==> src/rtl/branch_target_predictor.sv <==
// Direct-mapped BTB with 2-bit direction counters, trained from execute.
// Define BP_TAG_CHECK_EN to store and compare tags; otherwise hit = valid.
package bp_pkg;
  typedef logic [31:0] addrPC_t;

  typedef enum logic {
    NOT_TAKEN = 1'b0,
    TAKEN     = 1'b1
  } branch_decision_t;

  typedef enum logic [3:0] {
    ADD, SUB, LOAD, STORE,
    BEQ, BNE, BLT, BLTU, BGE, BGEU,
    JAL, JALR
  } instr_type_t;

  typedef struct packed {
    logic             is_branch;
    branch_decision_t decision;
    addrPC_t          pred_addr;
  } branch_pred_t;
endpackage

module branch_target_predictor
  import bp_pkg::*;
#(
  parameter int ENTRIES = 16,
  parameter int TAG_W   = 8,
  parameter int CNT_W   = 32
) (
  input  logic             clk_i,
  input  logic             rstn_i,
  input  logic             fetch_valid_i,
  input  addrPC_t          fetch_pc_i,
  output branch_pred_t     bpred_o,
  input  logic             upd_valid_i,
  input  logic             stall_i,
  input  addrPC_t          upd_pc_i,
  input  instr_type_t      upd_instr_type_i,
  input  branch_decision_t upd_taken_i,
  input  addrPC_t          upd_target_i,
  input  logic             upd_correct_i,
  input  logic             flush_i,
  output logic [CNT_W-1:0] miss_count_o
);

  localparam int IDX_W = $clog2(ENTRIES);

  logic [ENTRIES-1:0] valid_q;
  logic [1:0]         cnt_q [ENTRIES];
  addrPC_t            tgt_q [ENTRIES];
  logic [CNT_W-1:0]   miss_q;

  logic [IDX_W-1:0] f_idx;
  logic [IDX_W-1:0] u_idx;
  logic             f_hit;
  logic             u_hit;
  logic             f_match;
  logic             u_match;

  assign f_idx = fetch_pc_i[IDX_W+1:2];
  assign u_idx = upd_pc_i[IDX_W+1:2];

`ifdef BP_TAG_CHECK_EN
  logic [TAG_W-1:0] tag_q [ENTRIES];
  logic [TAG_W-1:0] f_tag;
  logic [TAG_W-1:0] u_tag;

  assign f_tag   = fetch_pc_i[TAG_W+IDX_W+1:IDX_W+2];
  assign u_tag   = upd_pc_i[TAG_W+IDX_W+1:IDX_W+2];
  assign f_match = (tag_q[f_idx] == f_tag);
  assign u_match = (tag_q[u_idx] == u_tag);
`else
  assign f_match = 1'b1;
  assign u_match = 1'b1;
`endif

  logic unused_bits;
  assign unused_bits = ^{fetch_pc_i, upd_pc_i};

  // Lookup reads the registered table only, so same-cycle updates are unseen
  assign f_hit = fetch_valid_i & valid_q[f_idx] & f_match;

  always_comb begin
    bpred_o           = '0;
    bpred_o.is_branch = f_hit;
    bpred_o.decision  = (f_hit && cnt_q[f_idx][1]) ? TAKEN : NOT_TAKEN;
    if (bpred_o.decision == TAKEN)
      bpred_o.pred_addr = tgt_q[f_idx];
    else if (fetch_valid_i)
      bpred_o.pred_addr = fetch_pc_i + 32'd4;
    else
      bpred_o.pred_addr = '0;
  end

  logic       accept;
  logic       is_cond;
  logic       is_jump;
  logic       taken;
  logic       wr_en;
  logic       nxt_valid;
  logic [1:0] nxt_cnt;
  addrPC_t    nxt_tgt;

  assign accept  = upd_valid_i & ~stall_i & ~flush_i;
  assign u_hit   = valid_q[u_idx] & u_match;
  assign taken   = (upd_taken_i == TAKEN);
  assign is_cond = upd_instr_type_i inside {BEQ, BNE, BLT, BLTU, BGE, BGEU};
  assign is_jump = upd_instr_type_i inside {JAL, JALR};

  always_comb begin
    wr_en     = 1'b0;
    nxt_valid = valid_q[u_idx];
    nxt_cnt   = cnt_q[u_idx];
    nxt_tgt   = tgt_q[u_idx];
    unique case (1'b1)
      is_cond: begin
        if (u_hit) begin
          wr_en = 1'b1;
          if (taken) begin
            nxt_tgt = upd_target_i;
            if (nxt_cnt != 2'b11) nxt_cnt = nxt_cnt + 2'd1;
          end else if (nxt_cnt != 2'b00) begin
            nxt_cnt = nxt_cnt - 2'd1;
          end
        end else if (taken) begin
          wr_en     = 1'b1;
          nxt_valid = 1'b1;
          nxt_tgt   = upd_target_i;
          nxt_cnt   = 2'b10;
        end
      end
      is_jump: begin
        wr_en     = 1'b1;
        nxt_valid = 1'b1;
        nxt_tgt   = upd_target_i;
        nxt_cnt   = 2'b11;
      end
      default: begin
        // Non-branch resolved at a BTB hit: purge the aliasing entry
        if (u_hit) begin
          wr_en     = 1'b1;
          nxt_valid = 1'b0;
        end
      end
    endcase
    wr_en = wr_en & accept;
  end

  always_ff @(posedge clk_i or negedge rstn_i) begin
    if (!rstn_i) begin
      valid_q <= '0;
      miss_q  <= '0;
      for (int i = 0; i < ENTRIES; i++) begin
        cnt_q[i] <= 2'b01;
        tgt_q[i] <= '0;
`ifdef BP_TAG_CHECK_EN
        tag_q[i] <= '0;
`endif
      end
    end else begin
      if (flush_i) begin
        valid_q <= '0;
      end else if (wr_en) begin
        valid_q[u_idx] <= nxt_valid;
        cnt_q[u_idx]   <= nxt_cnt;
        tgt_q[u_idx]   <= nxt_tgt;
`ifdef BP_TAG_CHECK_EN
        tag_q[u_idx]   <= u_tag;
`endif
      end
      if (accept && !upd_correct_i && (miss_q != '1))
        miss_q <= miss_q + CNT_W'(1);
    end
  end

  assign miss_count_o = miss_q;

endmodule

==> config.mk <==
export PLATFORM = sky130hd
export DESIGN_NAME = branch_target_predictor
export DESIGN_NICKNAME = d
export VERILOG_FILES = /design/src/rtl/branch_target_predictor.sv
export SDC_FILE = /design/constraint.sdc
export NUM_CORES = 1
export LEC_CHECK = 0
export ABC_CLOCK_PERIOD_IN_PS = 2900
export BUFFER_PORTS_ARGS = -buffer_cell sky130_fd_sc_hd__buf_2
export CAP_MARGIN = 20
export CORE_MARGIN = 2
export CORE_UTILIZATION = 35
export CTS_CLUSTER_SIZE = 12
export DETAILED_ROUTE_END_ITERATION = 6
export SYNTH_ARGS = -nofsm -noshare
export SYNTH_HDL_FRONTEND = slang
export SYNTH_SLANG_ARGS = --single-unit
==> constraint.sdc <==
create_clock -name clk_i -period 2.9 [get_ports clk_i]
set_input_delay 0.435 -clock clk_i [delete_from_list [all_inputs] [get_ports clk_i]]
set_output_delay 0.435 -clock clk_i [all_outputs]
set_load 0.02 [all_outputs]
# --- Yosys cells after proc, flatten, opt, wreduce, memory -nomap -nowiden ---
# Cells that the tools add are included.
word_totals:
  input_bits: 108
  output_inout_bits: 66
  regBits: 592
  word_cells: 116
classes:
  addsub: 4
  mux: 43
  order_cmp: 6
  n_bitwise: 8
  reduce_logical: 11
  n_eq_ne: 10
ops:
  columns: ["op", "n"]
  rows:
  - ["$bwmux W512", 1]
  - ["$bmux W32 S4", 2]
  - ["$mux W32", 8]
  - ["$demux W32 S4", 1]
  - ["$pmux W32 S2", 1]
  - ["$add A32 B1 Y32 const B", 1]
  - ["$add A32 B3 Y32 const B", 1]
  - ["$bwmux W32", 1]
  - ["$mux W16", 2]
  - ["$ne A32 B32 Y1 const B", 1]
  - ["$mux W2", 10]
  - ["$bmux W2 S4", 2]
  - ["$bwmux W16", 1]
  - ["$eq A4 B3 Y1 const B", 4]
  - ["$eq A4 B4 Y1 const B", 4]
  - ["$ge A5 B5 Y1 const B", 2]
  - ["$lt A4 B5 Y1 const B", 2]
  - ["$not A4 Y5", 2]
  - ["$bmux W1 S4", 2]
  - ["$demux W2 S4", 1]
  - ["$mux W1", 7]
  - ["$reduce_bool A2 Y1", 3]
  - ["$reduce_bool A6 Y1", 1]
  - ["$logic_and A1 B1 Y1", 5]
  - ["other kinds (12)", 17]

# --- Longest topological paths before layout ---
# Gate-level depths: netlist of run 1.
logic_depth:
  depth_word: 10
  mapped_depth: 11
  depth_no_buf: 7

# --- Worst setup path before layout of run 1 ---
# No wires, ideal clock.
synth_timing:
  kind: "input-to-output"
  from: "input port fetch_pc_i[2]"
  to: "output port bpred_o[23] in the netlist's numbering"
  cell_stages: 9
  setup_slack_ns: -0.099
  n_path_buf: 4
  arrival_ns: 2.564
  t_required_ns: 2.465
  path_cell_list: "clkbuf_2 buf_4 buf_2 buf_2 mux4_2 mux2_2 o21ai_0 nand2_1 o211a_1"
synth_rtl:
  columns: ["element", "line", "rtl"]
  rows:
  - ["start: declaration", "34", "input addrPC_t fetch_pc_i,"]
  - ["end: declaration", "35", "output branch_pred_t bpred_o,"]

==> flow_summary.ini, run 1 <==
[status]
outcome = finished, violations left
violations = setup timing

[synthesis]
yosysSeqAreaShare_pct = 46.6
ys_top_cells_by_area = dfrtp_1, mux4_2, a21oi_1, o21ai_0, nor2_1
ys_ff_latch = 592
postSynth.asyncResetShare_pct = 100
netlist_instances = 2729
ys.flop_type = dfrtp_1
syn_area_um2 = 31800
yosys_warnings = 0
synth_top_area_share_pct = 45.3
avgSynthCellArea_um2 = 11.7
post-synth-top-area-cell = dfrtp_1
synth_edf_count = 0
synth_nets = 2839
synth.distinct_cells = 58

[global_route]
grt_antenna_before_repair = 5
grt_pass1_vias = 22700
grt_pass1_wl_um = 142000
track_usage_pct = 19.8
grt_max_degree = 81
overflow = 0

[route]
vias_per_cell = 5.51
drtAntennaViolNets = 0
vias = 22400
wirelength_um = 91500
drt_iter0_drc = 1956
wire_per_inst_um = 22.5
remaining_drc_errors = 0
firstDrtPassIters = 7

[sta]
finalMaxSlewViolations = 0
hold_viol_final = 0
post-route-period-util_pct = 113
rsz0062_at_grt = yes
holdWs_ns = 0.224
setup_ws_ns = -0.384
setup-violations-final = 33
tns_ns = -9.28
slew_headroom_pct = 45.6
finClkSkew_ns = 0.0300
fin_crit_ns = 3.28
fmax_mhz = 305
worstMarginPinSlew_ns = 0.808

[setup_path]
critical_path_required_ns = 2.47
worstRegToRegCells = 8
setup.worst_path.start_class = flip-flop
crit_buf_inv = 3
end_kind = primary output
slowest_stage = mux4_2
crit_path_max_incr_delay_ns = 0.49
path_class = reg -> out
critPathMostFrequentCell = buf_12
cp.arrival_ns = 2.85
r2r_slack_ns = 0.39
path_cells = mux4_2 -> mux2_4 -> nand2_4 -> o32ai_4 -> buf_12 -> buf_12 -> o211ai_1 -> o211a_1 -> buf_6
crit_family = multiplexers
cp_num_cells = 9
worst-path-max-fanout = 7

[floorplan]
initial_core_util_pct = 35.3
core_um2 = 90000
dieArea_um2 = 93300
pin_count = 174
die_h_um = 306
num_rows = 110
die_x_um = 306

[placement]
portBuffers = 144
post-dp-hpwl_um = 56700
gp_congestion = 0.794

[clock_network]
clock-sinks = 592
clk_pin_slew_ns = 0.06
clockBufferDepth = 3
clkLatencyLatePin_ns = 0.63
htreeDepth = 2
numCtsBuffers = 61
cts_tree = done
root_buffer = clkbuf_16

[cells_and_area]
final_cell_mix = dfrtp_1, nor2_1, nand2_1
nNetsFinal = 2961
nFillCells = 8452
layout-drive-gt1-share_pct = 28.8
fin_util_pct = 41.4
syn_to_final_growth_pct = 17.1
mostFrequentLayoutCell = dfrtp_1

[power]
peakVddDrop_v = 0.000405
power_uw = 20100
p_leak_uw = 0.0160
powerDensity_nw_per_um2 = 540

[min_path]
whs_path_depth = 3
hp-class = in -> reg

[run]
maxCapViolCount = 0
==> worst min-delay path: stages <==
cell and delay [ns]:
buf_2 0.10, mux2i_4 0.13, a21oi_1 0.15
==> state kept, by name, indices dropped and copies added (netlist names) <==
signal        cells
tgt_q           512
cnt_q            32
miss_count_o     32
valid_q          16
==> cells by family after synthesis <==
| logic type | share of synthesized area [%] |
|---|---|
| buffers and inverters | 4.00 |
| adder cells (fa/ha/maj) | 0.110 |
| flip-flops | 46.6 |
| AND/OR/NAND/NOR | 10.4 |
| AO/OA/AOI/OAI | 10.5 |
| multiplexers | 26.7 |
| XOR/XNOR | 1.62 |
==> Yosys cell counts (all sizes together), types with 6 or more instances <==
| cell | instances |
|---|---|
| dfrtp | 576 |
| nor2 | 329 |
| nand2 | 323 |
| mux4 | 320 |
| a21oi | 282 |
| o21ai | 271 |
| clkbuf | 136 |
| buf | 121 |
| mux2i | 68 |
| xor2 | 33 |
| xnor2 | 26 |
| mux2 | 24 |
| nand3 | 23 |
| o211a | 22 |
| nor4 | 18 |
| a211oi | 16 |
| dfstp | 16 |
| inv | 16 |
| o211ai | 16 |
| nor2b | 14 |
| nand4 | 11 |
| nor3 | 9 |
| and2 | 8 |
| or4 | 8 |
| or2 | 6 |
==> final timing paths <==
path / startpoint / endpoint
worst max-delay path: valid_q[14]$_DFFE_PN0P_ / bpred_o[9]
worst min-delay path: upd_target_i[21] / tgt_q[309]$_DFFE_PN0P_
worst max register to register: valid_q[10]$_DFFE_PN0P_ / valid_q[10]$_DFFE_PN0P_
worst min register to register: cnt_q[10]$_DFFE_PN1P_ / cnt_q[10]$_DFFE_PN1P_
max in group asynchronous: rstn_i / cnt_q[30]$_DFFE_PN1P_
min in group asynchronous: rstn_i / tgt_q[170]$_DFFE_PN0P_
==> layout make-up <==
cell class | instances | area, um2 | share of cell area [%]
multi-input cells | 1864 | 15800 | 42.5
inverters | 16 | 60.1 | 0.161
repair buffers | 316 | 3030 | 8.12
well taps | 1176 | 1470 | 3.95
clock inverters | 9 | 156 | 0.420
clock buffers | 95 | 1870 | 5.01
diodes | 2 | 5.00 | 0.0134
flip-flops and latches | 592 | 14800 | 39.8
==> metrics by stage <==
| stage | instances | area, um2 | setup slack [ns] |
|---|---|---|---|
| 3_3_place_gp | 3951 | 34800 | -0.0580 |
| 5_1_grt | 4069 | 37300 | -0.462 |
| 6_report | 4070 | 37300 | -0.384 |
| 2_1_floorplan | 2729 | 31800 | -0.00236 |
| 4_1_cts | 4065 | 37200 | -0.411 |
| 3_5_place_dp | 3951 | 34800 | -0.0507 |
==> power breakdown <==
group	switching (uW)	internal (uW)
combinational	1500	1380
sequential	396	8790
clock	3320	4720
total	5220	14900
==> timing repair <==
action                                 in CTS  in global routing
setup buffers                               7                  3
setup endpoints to repair                  33                 33
hold buffers                                1                  0
endpoints found under the hold margin      41                  0
cloned                                      4                  0
gates resized for setup                    72                 14
pin swaps                                  13                 10
==> per-layer routing <==
metal	wire length, um	track usage [%]	up-vias	share of wire, %
li1	-	-	10200	-
met1	39800	27.8	11400	43
met2	42200	30.5	677	46
met3	6970	4.79	134	7.6
met4	2500	5.76	4	2.7
met5	20	0	-	0.022
No activity file was read; power rests on OpenSTA's default activity.
==> run 2, diff against run 1 <==
--- a/config.mk
+++ b/config.mk
@@ -12,6 +12,7 @@
 export CORE_UTILIZATION = 35
 export CTS_CLUSTER_SIZE = 12
 export DETAILED_ROUTE_END_ITERATION = 6
+export SKIP_CTS_REPAIR_TIMING = 1
 export SYNTH_ARGS = -nofsm -noshare
 export SYNTH_HDL_FRONTEND = slang
 export SYNTH_SLANG_ARGS = --single-unit
==> flow_summary.ini, run 2 (same netlist as run 1, synthesis figures left out) <==
[setup_path]
end_kind = primary output
cp.arrival_ns = 2.88
path_class = reg -> out
setup.worst_path.start_class = flip-flop
worst-path-max-fanout = 9
critical_path_required_ns = 2.47

[clock_network]
clkLatencyLatePin_ns = 0.63
root_buffer = clkbuf_16
numCtsBuffers = 61
htreeDepth = 2
clk_pin_slew_ns = 0.06
cts_tree = done
clock-sinks = 592
clockBufferDepth = 3

[sta]
rsz0062_at_grt = yes
finClkSkew_ns = 0.0298
slew_headroom_pct = 46.2
fin_crit_ns = 3.31
setup-violations-final = 33
worstMarginPinSlew_ns = 0.799
setup_ws_ns = -0.415
holdWs_ns = 0.214
finalMaxSlewViolations = 0
post-route-period-util_pct = 114
hold_viol_final = 0
fmax_mhz = 302

[floorplan]
initial_core_util_pct = 35.3
pin_count = 174
dieArea_um2 = 93300
die_x_um = 306
die_h_um = 306
core_um2 = 90000
num_rows = 110

[route]
wire_per_inst_um = 22.5
firstDrtPassIters = 5
vias = 22400
drt_iter0_drc = 1960
drtAntennaViolNets = 0
remaining_drc_errors = 0
vias_per_cell = 5.51
wirelength_um = 91400

[cells_and_area]
mostFrequentLayoutCell = dfrtp_1
fin_util_pct = 41.3
nNetsFinal = 2959
final_cell_mix = dfrtp_1, nor2_1, nand2_1
syn_to_final_growth_pct = 16.7
layout-drive-gt1-share_pct = 28.6
largest_register_ffs = 512
top_register = tgt_q

[run]
maxCapViolCount = 0

[status]
violations = setup timing
outcome = finished, violations left

[global_route]
grt_antenna_before_repair = 5
grt_pass1_wl_um = 141000
grt_max_degree = 81
track_usage_pct = 19.6
grt_pass1_vias = 22600
overflow = 0

[power]
peakVddDrop_v = 0.000408
powerDensity_nw_per_um2 = 541
p_leak_uw = 0.0160

[placement]
gp_congestion = 0.794
post-dp-hpwl_um = 56700
portBuffers = 144
dp_slack_ns = -0.0507

[min_path]
hp-class = in -> reg
## run 2: changes by cell type in the layout (fill, tap and decap cells not counted), moves of 2 or more
cell / before / now
mux2i_1: 29 / 32
buf_2: 103 / 111
mux2i_4: 26 / 23
buf_6: 28 / 19
clkbuf_16: 63 / 66
buf_4: 121 / 119
buf_16: 4 / 1
## run 2: final timing paths
path                                        startpoint  depth (start not counted)  slack, ns                      to
min in group asynchronous                       rstn_i                          2       0.38  tgt_q[170]$_DFFE_PN0P_
worst min-delay path                           flush_i                          3       0.21  valid_q[7]$_DFFE_PN0P_
worst min register to register   cnt_q[10]$_DFFE_PN1P_                          2       0.48   cnt_q[10]$_DFFE_PN1P_
max in group asynchronous                       rstn_i                          3       1.59  tgt_q[373]$_DFFE_PN0P_
worst max register to register  valid_q[7]$_DFFE_PN0P_                          8       0.44  tgt_q[361]$_DFFE_PN0P_
worst max-delay path            valid_q[8]$_DFFE_PN0P_                          9      -0.41              bpred_o[9]
## run 2: critical path: stages, from the launching register on
cell,delay [ns]
dfrtp_1,0.41
mux4_2,0.47
mux2_4,0.30
nand2_4,0.08
o32ai_4,0.13
buf_12,0.19
buf_12,0.13
o211ai_1,0.17
o211a_1,0.23
buf_6,0.12
## run 2: metrics by stage
step | total power (uW) | TNS (ns) | cell area [um2] | instances
after floorplan | 11200 | -0.0140 | 31800 | 2729
after global placement | 12100 | -0.174 | 34800 | 3951
after detailed placement | 12200 | -0.169 | 34800 | 3951
after CTS | 20200 | -11.26 | 36800 | 4055
after global routing | 20900 | -13.73 | 37100 | 4067
final | 20100 | -10.89 | 37100 | 4067
## run 2: routing by layer
metal	up-vias	track usage (%)	wire (um)
li1	10200	-	-
met1	11300	27.7	39500
met2	740	30.1	42000
met3	136	4.71	7470
met4	4	5.71	2440
met5	-	0	20
## run 2: cell type report
cell class | count | area [um2]
fill | 8467 | 52900
antenna | 1 | 2.50
tap | 1176 | 1470
timing repair buffer | 314 | 2960
clock inverter | 9 | 156
sequential | 592 | 14800
clock buffer | 95 | 1870
multi-input combinational | 1864 | 15800
inverter | 16 | 60.1
## run 2: power by group
group / switching [uW] / internal [uW]
Combinational: 1490 / 1360
Clock: 3320 / 4720
Sequential: 397 / 8790
